**config.mk**
```make
export PLATFORM = sky130hd
export DESIGN_NAME = axi_sram_slave
export DESIGN_NICKNAME = d
export VERILOG_FILES = /design/src/rtl/axi_sram_pkg.sv /design/src/rtl/axi_sram_chan_hold.sv /design/src/rtl/axi_sram_slave.sv
export SDC_FILE = /design/constraint.sdc
export NUM_CORES = 1
export LEC_CHECK = 0
export BUFFER_PORTS_ARGS = -buffer_cell sky130_fd_sc_hd__buf_2
export CORE_ASPECT_RATIO = 0.7
export CORE_MARGIN = 2
export CORE_UTILIZATION = 45
export CTS_BUF_LIST = sky130_fd_sc_hd__clkbuf_4 sky130_fd_sc_hd__clkbuf_8 sky130_fd_sc_hd__clkbuf_16
export DETAILED_ROUTE_END_ITERATION = 8
export PLACE_DENSITY_LB_ADDON = 0.08
export REMOVE_ABC_BUFFERS = 1
export SLEW_MARGIN = 15
export SYNTH_ARGS = -nofsm -noshare
export SYNTH_HDL_FRONTEND = slang
export SYNTH_HIERARCHICAL = 1
export SYNTH_SLANG_ARGS = --single-unit
```
**constraint.sdc**
```tcl
create_clock -name g_clk -period 1.85 [get_ports g_clk]
set_clock_uncertainty 0.05 [all_clocks]
set_input_delay 0.185 -clock g_clk [delete_from_list [all_inputs] [get_ports g_clk]]
set_output_delay 0.185 -clock g_clk [all_outputs]
set_load 0.005 [all_outputs]
```
**src/rtl/axi_sram_pkg.sv**
```systemverilog
// Shared encodings for the AXI4-Lite to single-port SRAM bridge.
package axi_sram_pkg;

    typedef enum logic [2:0] {
        ST_IDLE    = 3'd0,
        ST_WR_ACC  = 3'd1,
        ST_WR_RESP = 3'd2,
        ST_RD_ACC  = 3'd3,
        ST_RD_RESP = 3'd4
    } state_t;

    localparam logic [1:0] AXI_RESP_OKAY   = 2'b00;
    localparam logic [1:0] AXI_RESP_SLVERR = 2'b10;

    localparam logic GRANT_RD = 1'b0;
    localparam logic GRANT_WR = 1'b1;

endpackage

```
**src/rtl/axi_sram_chan_hold.sv**
```systemverilog
// One-entry capture register for an AXI request channel: ready while empty,
// loads the payload on valid&&ready, empties on a clear pulse.
module axi_sram_chan_hold
    import axi_sram_pkg::*;
#(
    parameter int W = 32
) (
    input  logic         g_clk,
    input  logic         g_resetn,
    input  logic         valid,
    input  logic [W-1:0] data,
    input  logic         clear,
    output logic         ready,
    output logic         full,
    output logic [W-1:0] q
);

    assign ready = !full;

    always_ff @(posedge g_clk or negedge g_resetn) begin
        if (!g_resetn) begin
            full <= 1'b0;
            q    <= '0;
        end else if (valid && ready) begin
            full <= 1'b1;
            q    <= data;
        end else if (clear) begin
            full <= 1'b0;
        end
    end

endmodule

```
**src/rtl/axi_sram_slave.sv**
```systemverilog
// AXI4-Lite slave terminating into a single-port synchronous SRAM.
// Optional AXI_SRAM_SLAVE_RESP_EN adds axi_bresp/axi_rresp (SLVERR when out of range).
module axi_sram_slave #(
    parameter logic [31:0] MEM_BASE_ADDR   = 32'h8000_0000,
    parameter int          MEM_DEPTH_WORDS = 16384,
    parameter int          MEM_ADDR_W      = 14
) (
    input  logic                  g_clk,
    input  logic                  g_resetn,
    input  logic                  axi_awvalid,
    output logic                  axi_awready,
    input  logic [31:0]           axi_awaddr,
    input  logic [2:0]            axi_awprot,
    input  logic                  axi_wvalid,
    output logic                  axi_wready,
    input  logic [31:0]           axi_wdata,
    input  logic [3:0]            axi_wstrb,
    output logic                  axi_bvalid,
    input  logic                  axi_bready,
    input  logic                  axi_arvalid,
    output logic                  axi_arready,
    input  logic [31:0]           axi_araddr,
    input  logic [2:0]            axi_arprot,
    output logic                  axi_rvalid,
    input  logic                  axi_rready,
    output logic [31:0]           axi_rdata,
`ifdef AXI_SRAM_SLAVE_RESP_EN
    output logic [1:0]            axi_bresp,
    output logic [1:0]            axi_rresp,
`endif
    output logic                  sram_cen,
    output logic                  sram_wen,
    output logic [3:0]            sram_strb,
    output logic [MEM_ADDR_W-1:0] sram_addr,
    output logic [31:0]           sram_wdata,
    input  logic [31:0]           sram_rdata,
    output logic [2:0]            dbg_state
);
    import axi_sram_pkg::*;

    localparam logic [31:0] MEM_BYTES = 32'(MEM_DEPTH_WORDS) << 2;

    // Handshake rule on every channel: a transfer happens on the clock edge
    // where valid && ready are both high; bvalid/rvalid hold until accepted.
    logic        aw_full, w_full, ar_full;
    logic [31:0] aw_addr_q, ar_addr_q;
    logic [35:0] w_q;
    logic        b_hs, r_hs;

    assign b_hs = axi_bvalid && axi_bready;
    assign r_hs = axi_rvalid && axi_rready;

    axi_sram_chan_hold #(.W(32)) u_aw_hold (
        .g_clk(g_clk), .g_resetn(g_resetn), .valid(axi_awvalid), .data(axi_awaddr),
        .clear(b_hs), .ready(axi_awready), .full(aw_full), .q(aw_addr_q)
    );

    axi_sram_chan_hold #(.W(36)) u_w_hold (
        .g_clk(g_clk), .g_resetn(g_resetn), .valid(axi_wvalid), .data({axi_wstrb, axi_wdata}),
        .clear(b_hs), .ready(axi_wready), .full(w_full), .q(w_q)
    );

    axi_sram_chan_hold #(.W(32)) u_ar_hold (
        .g_clk(g_clk), .g_resetn(g_resetn), .valid(axi_arvalid), .data(axi_araddr),
        .clear(r_hs), .ready(axi_arready), .full(ar_full), .q(ar_addr_q)
    );

    // Offsets wrap in 32 bits, so addresses below the base land out of range.
    logic [31:0] aw_off, ar_off;
    logic        aw_in_range, ar_in_range;

    assign aw_off      = aw_addr_q - MEM_BASE_ADDR;
    assign ar_off      = ar_addr_q - MEM_BASE_ADDR;
    assign aw_in_range = aw_off < MEM_BYTES;
    assign ar_in_range = ar_off < MEM_BYTES;

    state_t state, state_nxt;
    logic   last_grant, last_grant_nxt;
    logic   wr_pend, rd_pend;

    assign wr_pend   = aw_full && w_full;
    assign rd_pend   = ar_full;
    assign dbg_state = state;

    always_ff @(posedge g_clk or negedge g_resetn) begin
        if (!g_resetn) begin
            state      <= ST_IDLE;
            last_grant <= GRANT_RD;
        end else begin
            state      <= state_nxt;
            last_grant <= last_grant_nxt;
        end
    end

    always_comb begin
        state_nxt      = state;
        last_grant_nxt = last_grant;
        sram_cen       = 1'b0;
        sram_wen       = 1'b0;
        sram_strb      = 4'h0;
        sram_addr      = '0;
        sram_wdata     = 32'h0;
        unique case (state)
            ST_IDLE: begin
                if (wr_pend && (!rd_pend || last_grant == GRANT_RD)) begin
                    state_nxt      = ST_WR_ACC;
                    last_grant_nxt = GRANT_WR;
                end else if (rd_pend) begin
                    state_nxt      = ST_RD_ACC;
                    last_grant_nxt = GRANT_RD;
                end
            end
            ST_WR_ACC: begin
                if (aw_in_range) begin
                    sram_cen   = 1'b1;
                    sram_wen   = 1'b1;
                    sram_strb  = w_q[35:32];
                    sram_addr  = aw_off[MEM_ADDR_W+1:2];
                    sram_wdata = w_q[31:0];
                end
                state_nxt = ST_WR_RESP;
            end
            ST_WR_RESP: if (axi_bready) state_nxt = ST_IDLE;
            ST_RD_ACC: begin
                if (ar_in_range) begin
                    sram_cen  = 1'b1;
                    sram_addr = ar_off[MEM_ADDR_W+1:2];
                end
                state_nxt = ST_RD_RESP;
            end
            ST_RD_RESP: if (axi_rready) state_nxt = ST_IDLE;
            default: state_nxt = ST_IDLE;
        endcase
    end

    assign axi_bvalid = (state == ST_WR_RESP);
    assign axi_rvalid = (state == ST_RD_RESP);

    // SRAM data only appears in the first RD_RESP cycle, so it is passed
    // through then and held in rdata_q from that edge onward.
    logic        rd_first;
    logic [31:0] rdata_q, rdata_live;

    assign rdata_live = ar_in_range ? sram_rdata : 32'h0;
    assign axi_rdata  = rd_first ? rdata_live : rdata_q;

    always_ff @(posedge g_clk or negedge g_resetn) begin
        if (!g_resetn) begin
            rd_first <= 1'b0;
            rdata_q  <= 32'h0;
        end else begin
            rd_first <= (state == ST_RD_ACC);
            if (rd_first) rdata_q <= rdata_live;
        end
    end

`ifdef AXI_SRAM_SLAVE_RESP_EN
    always_ff @(posedge g_clk or negedge g_resetn) begin
        if (!g_resetn) begin
            axi_bresp <= AXI_RESP_OKAY;
            axi_rresp <= AXI_RESP_OKAY;
        end else begin
            if (state == ST_WR_ACC) axi_bresp <= aw_in_range ? AXI_RESP_OKAY : AXI_RESP_SLVERR;
            if (state == ST_RD_ACC) axi_rresp <= ar_in_range ? AXI_RESP_OKAY : AXI_RESP_SLVERR;
        end
    end
`endif

    logic unused_ok;
    assign unused_ok = ^{axi_awprot, axi_arprot};

endmodule
```
==> impl_results.md, run 1 <==
* GPL Wtd Cong at 0.789
* Ys Warns at 6
* Hold crit path type: in -> reg
* Final nets at 1056
* Die width at 148 um
* FMAX at 394 MHz
* Worst slew margin at 65.4%
* Failing checks: setup timing
* Post-Place Setup Slack at -0.244 ns
* Cell Rows at 36
* Initial Util at 46.4%
* Layout cells sized above 1 at 56.3%
* Final WS setup at -0.687 ns
* Num ports at 237
* Initial drt markers at just under 300
* Worst slew pin tran at 0.519 ns
* First-pass GRT wire length at 32400 um
* Post-DP HPWL at 11400 um
* Drt wl/cell at between 15 and 20 um
* Core area at 0.0140 mm^2
* Register area at 0.00340 mm^2
* LEAKAGE at 5.11 nW
* Pin count of the biggest net entering global routing at between 60 and 70
* Cells after Synth at 527
* Routing usage on met3 at 6.51%
* WL final at 20500 um
* GRT met1 Usage at 36.1%
* Syn Std Cell Area at 0.00650 mm^2
* Die Footprint at 0.0154 mm^2
* Avg Vias per Cell at 5.04
* Worst-case clock buffer depth at 2
* GRT Util Overall at 26.9%
* Port Buf Inserts at 226
* Fin cells at between 1k and 1.5k
* Clk_lat worst skew at between 0.4 and 0.5 ns
* Worst R2R Setup Slack at ~0.03 ns
* Root Buffer: clkbuf_16
* Max_cap viols at 0
* CP max FO at 38
* H-tree depth at 4
* Endpoints failing setup at 84
* Setup Crit Path Kind: reg -> out
* CTS tree: done
* RSZ-0062 raised after global routing: true
* Final core utilization at 77.4%
* Critical path arrival at ~2.3 ns
* Antenna Nets Post-Route at 0
* Hold Path Stages at 3
* CTS sink cnt at 136
* Status: finished with violations
* Cts bufs inserted at 17
* Grt peak-use layer: met2
* Dpl cells at 944
* Worst setup SP type: flop
* Vias at about 5.6k
* Worst path required time at 1.62 ns
* Tcrit/Tclk final at 137%
* Fillers at ~860
* Chip height at around 100 um
* Drt pass-1 iters at 4
* Reg clk slew, reported paths at 0.06 ns
* Min-delay src: sram_rdata[13]
* Mean Syn Cell Area at 12.3 um^2
* Crit-path cells: or4b_4 -> or4_4 -> buf_12 -> nor3_1 -> buf_2
* Worst path slowest cell: or4b_4
* Critical R2R Launch: u_ar_hold/q[24]
* Area Growth Syn to Fin at 66.6%
* GRT met2 Usage at 43.8%
* Max Transition Viols Final at 0
* Worst r2r dst: rdata_q[25]
* Power Density at roughly 1200 mW/mm^2
* Post-route DRC at 0
* Final Critical Period at approximately 2.5 ns
* Remaining global-route overflow at 0
* Number of global-route vias before repair at ~6k
* Peak VDD IR at 0.666 mV
* Antenna violations before repair at 1
* R2r worst-path depth at 8
* Multi-input logic area at between 0.003 and 0.004 mm^2
* Final Hold Viols at 0
* CP peak stage delay at 0.53 ns
* Endpoint class of the critical path: primary output
* Endpoint, Worst Hold: rdata_q[13]
==> worst max-delay path: cells and delay by family, from the launching register on <==
kind                   cells  cell delay [ns]
buffers and inverters      2             0.34
flip-flops                 1             0.37
AND/OR/NAND/NOR            3             1.14
==> worst max-delay path by stage <==
stage / start / to / cells after the start / slack (ns)
3_5_place_dp: u_aw_hold/q[28] / sram_wdata[27] / 5 / -0.24
4_1_cts: u_aw_hold/q[28] / sram_wdata[7] / 5 / -0.68
6_report: u_aw_hold/q[28] / sram_strb[2] / 5 / -0.69
5_1_grt: u_aw_hold/q[28] / sram_wdata[3] / 5 / -0.76
3_3_place_gp: u_aw_hold/q[28] / sram_wdata[7] / 5 / -0.21
2_1_floorplan: u_w_hold/full / u_w_hold/q[0] / 2 / -1.58
==> through the flow <==
| step | instance area [um^2] | hold WS [ns] | total power [mW] | setup TNS, ns |
|---|---|---|---|---|
| 2_1_floorplan | 6230 | -0.161 | 7.57 | -162.93 |
| 3_3_place_gp | 8080 | 0.113 | 8.66 | -7.22 |
| 3_5_place_dp | 8080 | 0.108 | 8.81 | -8.25 |
| 4_1_cts | 10800 | 0.0113 | 13.1 | -43.11 |
| 5_1_grt | 10800 | 0.0166 | 14.0 | -48.57 |
| 6_report | 10800 | 0.0388 | 13.2 | -41.74 |
==> power breakdown <==
group / internal [mW] / switching (mW)
registers: 4.19 / 0.831
logic: 2.71 / 2.27
clock network: 1.91 / 1.34
total: 8.81 / 4.44
==> area by class of cell <==
type	count	share of cell area, %
clock inverters	13	1.12
well taps	190	2.19
clock buffers	19	4.12
multi-input cells	276	30.5
repair buffers	405	28.0
diodes	1	0.0231
flip-flops and latches	136	31.4
inverters	75	2.60
==> registers in the layout, summed over array words and instances (netlist names) <==
register        count
u_aw_hold/full      1
u_ar_hold/q        30
rdata_q            32
rd_first            1
dbg_state           3
last_grant          1
u_w_hold/q         36
u_ar_hold/full      1
u_aw_hold/q        30
u_w_hold/full       1
==> layout by cell type, fill, tap and decap left out, types with 2 or more instances in the layout <==
cell type / count
buf_12: 13
a32o_2: 2
buf_2: 225
o22ai_4: 32
clkbuf_16: 17
a21oi_1: 2
and3_1: 2
buf_16: 3
nor4_1: 2
o21ai_0: 3
clkinvlp_4: 5
dfrtp_1: 135
clkinv_2: 2
inv_6: 4
buf_4: 43
nand2_1: 33
a32o_1: 12
inv_1: 75
mux2_4: 83
o21bai_1: 3
dlygate4sd3_1: 98
nor2_1: 3
nor2b_4: 3
nor3_1: 13
nand2b_1: 15
mux2_2: 13
buf_6: 22
nor3_2: 25
nor4_4: 16
==> per-layer routing <==
layer	vias to the layer above	share of wire, %
met5	-	0
met4	0	1.9
met3	36	5.8
met2	211	49
met1	2775	43
li1	2593	-
==> what timing repair did <==
action / in CTS / in global routing
resized for setup: 106 / 35
hold buffers: 98 / 0
cloned: 5 / 0
setup buffers: 46 / 8
hold endpoints to repair: 143 / 0
pin swaps: 55 / 17
endpoints found under the setup margin: 84 / 100
No activity file was read; power rests on OpenSTA's default activity.
==> inputs of run 2 (changes only) <==
--- a/config.mk
+++ b/config.mk
@@ -8,8 +8,9 @@
 export BUFFER_PORTS_ARGS = -buffer_cell sky130_fd_sc_hd__buf_2
 export CORE_ASPECT_RATIO = 0.7
 export CORE_MARGIN = 2
-export CORE_UTILIZATION = 45
+export CORE_UTILIZATION = 46
 export CTS_BUF_LIST = sky130_fd_sc_hd__clkbuf_4 sky130_fd_sc_hd__clkbuf_8 sky130_fd_sc_hd__clkbuf_16
+export CTS_CLUSTER_DIAMETER = 120
 export DETAILED_ROUTE_END_ITERATION = 8
 export PLACE_DENSITY_LB_ADDON = 0.08
 export REMOVE_ABC_BUFFERS = 1
==> constraint.sdc (replaced) <==
create_clock -name g_clk -period 3.25 [get_ports g_clk]
set_clock_uncertainty 0.05 [all_clocks]
set_input_delay 0.325 -clock g_clk [delete_from_list [all_inputs] [get_ports g_clk]]
set_output_delay 0.325 -clock g_clk [all_outputs]
set_load 0.005 [all_outputs]
==> run 2 against run 1 <==
  * Combinational power shrank 61%
  * Power shrank 48%
  * Final area shrank 23%
  * Sequential share of layout area grew 9.3 points
  * Largest power group unchanged
  * Highest routed layer is now met5
  * Global-route usage shrank 6.0 points
  * The flow now finishes without violations
  * Non-clock buffer count shrank 166
  * First-iteration DRC count shrank 39%
  * Wire length shrank 25%
  * Largest cell class unchanged
==> impl_results.md, run 2 (same netlist as run 1, synthesis figures left out) <==
* Worst-case clock buffer depth at 2 (unchanged)
* Largest regs: u_w_hold/q (36), rdata_q (32) (unchanged)
* Drt pass-1 iters at 6 (was 4)
* Most common cell after layout, fill and taps aside: buf_2 (unchanged)
* Top reg by flops: u_w_hold/q (unchanged)
* Core area at 0.0139 mm^2 (was 0.0140 mm^2)
* Power Density at 821 mW/mm^2 (was 1220 mW/mm^2)
* First-pass GRT wire length at 24500 um (was 32400 um)
* Max Transition Viols Final at 0 (unchanged)
* Power Total at 6.86 mW (was 13.2 mW)
* CTS sink cnt at 136 (unchanged)
* Max_cap viols at 0 (unchanged)
* Worst path slowest cell: or4_4 (was or4b_4)
* Initial drt markers at 178 (was 291)
* Port Buf Inserts at 226 (unchanged)
* Worst setup SP type: flop (unchanged)
* Post-route DRC at 0 (unchanged)
* Tcrit/Tclk final at 92.6%
* Worst path required time at 2.87 ns (was 1.62 ns)
* Endpoint class of the critical path: primary output (unchanged)
* CTS tree: done (unchanged)
* Dpl cells at 915 (was 944)
* Post-CTS Resized at 0 (was 106)
* Final Cell Area at 0.00836 mm^2 (was 0.0108 mm^2)
* Register area at 0.00340 mm^2 (unchanged)
* Pin count of the biggest net entering global routing at 83 (was 65)
* Chip height at 103 um (was 105 um)
* Clk_lat worst skew at 0.42 ns (was 0.41 ns)
* Die Footprint at 0.0151 mm^2 (was 0.0154 mm^2)
* WHS at 0.0779 ns (was 0.0388 ns)
* Drt wl/cell at 16.3 um (was 18.4 um)
* Max reg flops at 36 (unchanged)
* GPL Wtd Cong at 0.789 (about the same)
* GRT met2 Usage at 33.5% (was 43.8%)
* Area Growth Syn to Fin at 28.5% (was 66.6%)
* Final nets at 890 (was 1056)
* Number of global-route vias before repair at 4623 (was 6072)
* Grt peak-use layer: met2 (unchanged)
* Final Hold Viols at 0 (unchanged)
* Cell Rows at 36 (unchanged)
* Final Critical Period at around 3 ns
* Antenna violations before repair at 2 (was 1)
* Peak VDD IR at 0.375 mV (was 0.666 mV)
* Avg Vias per Cell at 4.86 (was 5.04)
* Hold crit path type: in -> reg (unchanged)
* Routing usage on met3 at 6.18% (was 6.51%)
* Die width at 146 um (was 148 um)
* Antenna Nets Post-Route at 0 (unchanged)
* Worst slew margin at 34.8% (was 65.4%)
* Endpoints failing setup at 0 (was 84)
* H-tree depth at 4 (unchanged)
* GRT met1 Usage at 27.9% (was 36.1%)
* GRT Util Overall at 20.9% (was 26.9%)
* Critical path arrival at 2.63 ns (was 2.30 ns)
* CP peak stage delay at 0.88 ns (was 0.53 ns)
* Bufs and invs on worst path at 1 (was 2)
* CP max FO at 38 (unchanged)
* Reg clk slew, reported paths at 0.06 ns (about the same)
* WL final at 15500 um (was 20500 um)
* FMAX at between 300 and 400 MHz
* Cts bufs inserted at 17 (unchanged)
* Crit-path cells: nand2b_1 -> or4_4 -> nor3_1 -> buf_2 (was or4b_4 -> or4_4 -> buf_12 -> nor3_1 -> buf_2)
* RSZ-0062 raised after global routing: false (was true)
* DP Area at 0.00773 mm^2 (was 0.00808 mm^2)
* Post-DP HPWL at 10600 um (was 11400 um)
* Initial Util at 46.9% (was 46.4%)
* Root Buffer: clkbuf_16 (unchanged)
* Vias at 4605 (was 5615)
* Worst slew pin tran at 0.978 ns (was 0.519 ns)
* Layout cells sized above 1 at 51.8% (was 56.3%)
* Num ports at 237 (unchanged)
* Antenna diodes at 0 (was 1)
* Multi-input logic area at 0.00257 mm^2 (was 0.00331 mm^2)
* LEAKAGE at 4.16 nW (was 5.11 nW)
* Remaining global-route overflow at 0 (unchanged)
* Fin cells at 948 (was 1115)
* Setup Crit Path Kind: reg -> out (unchanged)
* Critical path's top delay family: simple AND/OR/NAND/NOR gates (unchanged)
* Status: finished, final reports clean (was finished with violations)
* Most frequent cells in the layout: 225 x buf_2, 135 x dfrtp_1, 83 x mux2_4 (was 225 x buf_2, 135 x dfrtp_1, 98 x dlygate4sd3_1)
* Fillers at 1212 (was 864)
run 2: cell types whose count changed in the layout (fill, tap and decap cells not counted), moves of 13 or more:
cell / change
dlygate4sd3_1: -97
o22ai_1: +32
o22ai_4: -32
buf_4: -31
buf_6: -21
nor4_1: +17
nor4_4: -16
buf_12: -13
run 2: report_power, final:
group          internal, mW  switching (mW)  leakage, nW  total (mW)
clock                  1.26           0.773        0.293        2.03
sequential             2.38           0.534         1.67        2.91
combinational          1.20           0.725         2.19        1.92
run 2: path summary, 6_finish.rpt:
path | to | start | cells past startpoint | slack (ns)
max | sram_wdata[1] | dbg_state[2] | 4 | 0.24
min | dbg_state[2] | axi_rready | 2 | 0.08
max reg2reg | rd_first | dbg_state[2] | 3 | 1.28
min reg2reg | u_aw_hold/q[28] | u_aw_hold/q[28] | 1 | 0.45
max in group asynchronous | u_w_hold/q[25] | g_resetn | 3 | 1.79
min in group asynchronous | u_w_hold/q[19] | g_resetn | 2 | 0.43
run 2: worst register-to-register path: stages, from the launching register on:
cell and delay, ns:
dfrtp_1 0.45, nand2b_1 0.47, or2_2 0.46, inv_1 0.38
run 2: routing by layer:
metal / routed length [um] / part of all wire (%)
met1: 7180 / 46
met2: 7150 / 46
met3: 945 / 6.1
met4: 170 / 1.1
met5: 22 / 0.14
run 2: metrics by stage:
stage | worst slack [ns] | util, % | TNS [ns]
floorplan | -0.181 | - | -4.05
global placement | 0.708 | 55.7 | 0
detailed placement | 0.702 | 55.7 | 0
CTS | 0.250 | 60.2 | 0
global route | 0.0550 | 60.2 | 0
finish | 0.241 | 60.2 | 0
run 2: cell type report:
type	instances	share of cell area, %
multi-input cells	276	30.8
well taps	190	2.84
clock buffers	19	5.42
clock inverters	13	2.02
repair buffers	239	14.8
flip-flops and latches	136	40.7
inverters	75	3.37
run 2: what timing repair did:
item,in CTS,in global routing
hold endpoints to repair,79,0
endpoints found under the setup margin,0,0
buffers inserted,0,0
hold buffers,1,0
==> inputs of run 3 (changes only) <==
--- a/config.mk
+++ b/config.mk
@@ -12,7 +12,7 @@
 export CTS_BUF_LIST = sky130_fd_sc_hd__clkbuf_4 sky130_fd_sc_hd__clkbuf_8 sky130_fd_sc_hd__clkbuf_16
 export CTS_CLUSTER_DIAMETER = 120
 export DETAILED_ROUTE_END_ITERATION = 8
-export PLACE_DENSITY_LB_ADDON = 0.08
+export PLACE_DENSITY = 0.75
 export REMOVE_ABC_BUFFERS = 1
 export SLEW_MARGIN = 15
 export SYNTH_ARGS = -nofsm -noshare
==> run 3 against run 2 <==
  * Sequential share of layout area hardly changed
  * Worst hold slack worse by 0.0066 ns
  * Power is 1.7% higher
  * Final cell count is 0.53% lower
  * Register-to-register slack worse by 0.06 ns
  * Count of clock-buffer cells in the layout is 2 lower
  * Combinational power hardly changed
  * Final area is 0.10% higher
  * Clock power is 3% higher
  * Via count is 2.2% higher
  * Maximum frequency is 1.1% higher
  * Global-route usage hardly changed
==> impl_results.md, run 3 (same netlist as run 1, synthesis figures left out) <==
* Status: finished, final reports clean (unchanged)
* Endpoint class of the critical path: primary output (unchanged)
* Port Buf Inserts at 226 (unchanged)
* Worst R2R Setup Slack at 1.22 ns (was 1.28 ns)
* Fillers at 1130 (was 1212)
* Worst r2r dst: u_ar_hold/q[3] (was rd_first)
* Max Transition Viols Final at 0 (unchanged)
* Total internal power at 4.94 mW (was 4.83 mW)
* CP max FO at 38 (unchanged)
* Peak VDD IR at 0.393 mV (was 0.375 mV)
* Worst slew pin tran at 0.975 ns (was 0.978 ns)
* Sequential power share at 41.9% (was 42.4%)
* Post-Place Setup Slack at 0.695 ns (was 0.702 ns)
* Core area at 0.0139 mm^2 (unchanged)
* Worst path required time at 2.87 ns (about the same)
* Post-route DRC at 0 (unchanged)
* Final WS setup at 0.275 ns (was 0.241 ns)
* Most frequent cells in the layout: 225 x buf_2, 135 x dfrtp_1, 83 x mux2_4 (unchanged)
* Min-delay src: axi_rready (unchanged)
* Critical R2R Launch: u_ar_hold/full (was dbg_state[2])
* Antenna Nets Post-Route at 0 (unchanged)
* H-tree depth at 4 (unchanged)
* Avg Vias per Cell at 4.99 (was 4.86)
* Endpoint, Worst Hold: dbg_state[2] (unchanged)
* Multi-input logic area at 0.00257 mm^2 (unchanged)
* Drt pass-1 iters at 4 (was 6)
* Num ports at 237 (unchanged)
* Worst-case clock buffer depth at 2 (unchanged)
* Worst slew margin at 35.0% (was 34.8%)
* R2r worst-path depth at 3 (unchanged)
* Number of global-route vias before repair at 4832 (was 4623)
* Setup Crit Path Kind: reg -> out (unchanged)
* RSZ-0062 raised after global routing: false (unchanged)
* Antenna diodes at 0 (unchanged)
* Dpl cells at 911 (was 915)
* Worst setup SP type: flop (unchanged)
* Initial Util at 46.9% (unchanged)
* Final core utilization at 60.3% (was 60.2%)
* Final nets at 886 (was 890)
* Max_cap viols at 0 (unchanged)
* CTS sink cnt at 136 (unchanged)
* Fin cells at 943 (was 948)
* WHS at 0.0714 ns (was 0.0779 ns)
* GPL Wtd Cong at 0.872 (was 0.789)
* FMAX at 336 MHz (was 332 MHz)
* Reg clk slew, reported paths at 0.06 ns (about the same)
* Clk_lat worst skew at 0.40 ns (was 0.42 ns)
* Die width at 146 um (unchanged)
* Power Total at 6.98 mW (was 6.86 mW)
* Cell Rows at 36 (unchanged)
* Final Critical Period at 2.98 ns (was 3.01 ns)
* DP Area at 0.00771 mm^2 (was 0.00773 mm^2)
* Hold Path Stages at 2 (unchanged)
* First-pass GRT wire length at 24700 um (was 24500 um)
* Chip height at 103 um (unchanged)
* Antenna violations before repair at 0 (was 2)
* Largest regs: u_w_hold/q (36), rdata_q (32) (unchanged)
* Drt wl/cell at 16.7 um (was 16.3 um)
* Area Growth Syn to Fin at 28.6% (was 28.5%)
* Register area at 0.00340 mm^2 (unchanged)
* Layout cells sized above 1 at 51.5% (was 51.8%)
* LEAKAGE at 4.16 nW (about the same)
* Final Hold Viols at 0 (unchanged)
* Final Cell Area at 0.00837 mm^2 (was 0.00836 mm^2)
* Endpoints failing setup at 0 (unchanged)
* Die Footprint at 0.0151 mm^2 (unchanged)
* Sw Ratio at 29.3% (was 29.6%)
* CTS tree: done (unchanged)
* Most common cell after layout, fill and taps aside: buf_2 (unchanged)
* Clk pwr share at 30.1% (was 29.6%)
* Top reg by flops: u_w_hold/q (unchanged)
* Root Buffer: clkbuf_16 (unchanged)
* WL final at 15800 um (was 15500 um)
* Pin count of the biggest net entering global routing at 74 (was 83)
* Post-CTS Resized at 0 (unchanged)
* Setup Buffers After CTS at 0 (unchanged)
* Hold crit path type: in -> reg (unchanged)
* Power Density at 834 mW/mm^2 (was 821 mW/mm^2)
* Max reg flops at 36 (unchanged)
* Remaining global-route overflow at 0 (unchanged)
* Switching Power at 2.04 mW (was 2.03 mW)
* Combinational share of power at 28.0% (about the same)
* GRT Util Overall at 20.8% (was 20.9%)
* Critical path arrival at 2.60 ns (was 2.63 ns)
* Cts bufs inserted at 17 (unchanged)
* Post-DP HPWL at 11300 um (was 10600 um)
* Vias at 4706 (was 4605)
* Initial drt markers at 154 (was 178)
* Tcrit/Tclk final at 91.6% (was 92.6%)
* Setup tns final at 0 ns (unchanged)
-- run 3: cell count changes in the layout (fill, tap and decap cells not counted) --
| cell | before | now |
|---|---|---|
| inv_6 | 3 | 2 |
| clkinv_4 | 2 | 4 |
| clkinvlp_4 | 4 | 2 |
| buf_4 | 12 | 7 |
| clkbuf_8 | 2 | 0 |
| buf_12 | 0 | 1 |
| bufinv_16 | 3 | 5 |
-- run 3: power groups by stage --
stage | Clock [mW] | Sequential, mW | Combinational, mW
floorplan | 0 | 2.76 | 1.55
global placement | 0 | 2.88 | 1.87
detailed placement | 0 | 2.94 | 1.94
CTS | 2.13 | 2.92 | 1.97
global route | 2.21 | 3.02 | 2.12
finish | 2.10 | 2.92 | 1.95
-- run 3: layout make-up --
cell class	count	share of cell area, %
Timing Repair Buffer	235	14.6
Sequential cell	136	40.7
Clock buffer	17	5.08
Inverter	75	3.36
Clock inverter	14	2.66
Multi-Input combinational cell	276	30.8
Tap cell	190	2.84
-- run 3: how the worst max path moves through the flow --
stage / slack [ns] / depth (start not counted) / from / endpoint
floorplan: -0.18 / 2 / u_w_hold/full / u_w_hold/q[0]
global placement: 0.71 / 5 / u_aw_hold/q[28] / sram_wdata[2]
detailed placement: 0.70 / 5 / u_aw_hold/q[28] / sram_wdata[29]
CTS: 0.25 / 5 / u_aw_hold/q[28] / sram_wdata[28]
global route: 0.11 / 4 / dbg_state[2] / sram_wdata[28]
finish: 0.27 / 4 / dbg_state[2] / sram_wdata[28]
-- run 3: worst max-delay path, stage by stage, from the launching register on --
cell,delay [ns]
dfrtp_1,0.44
nand2b_1,0.47
or4_4,0.88
nor3_1,0.23
buf_2,0.15
-- run 3: timing repair --
action,4_1_cts,5_1_grt
endpoints found under the setup margin,0,0
hold buffers,1,0
hold endpoints to repair,72,0
-- run 3: routing by layer --
layer	vias to the layer above	global-route usage, %	part of all wire [%]
li1	2223	-	-
met1	2284	27.5	46
met4	0	5.75	1.3
met5	-	0	0
met3	19	5.48	6.4
met2	180	34.8	47
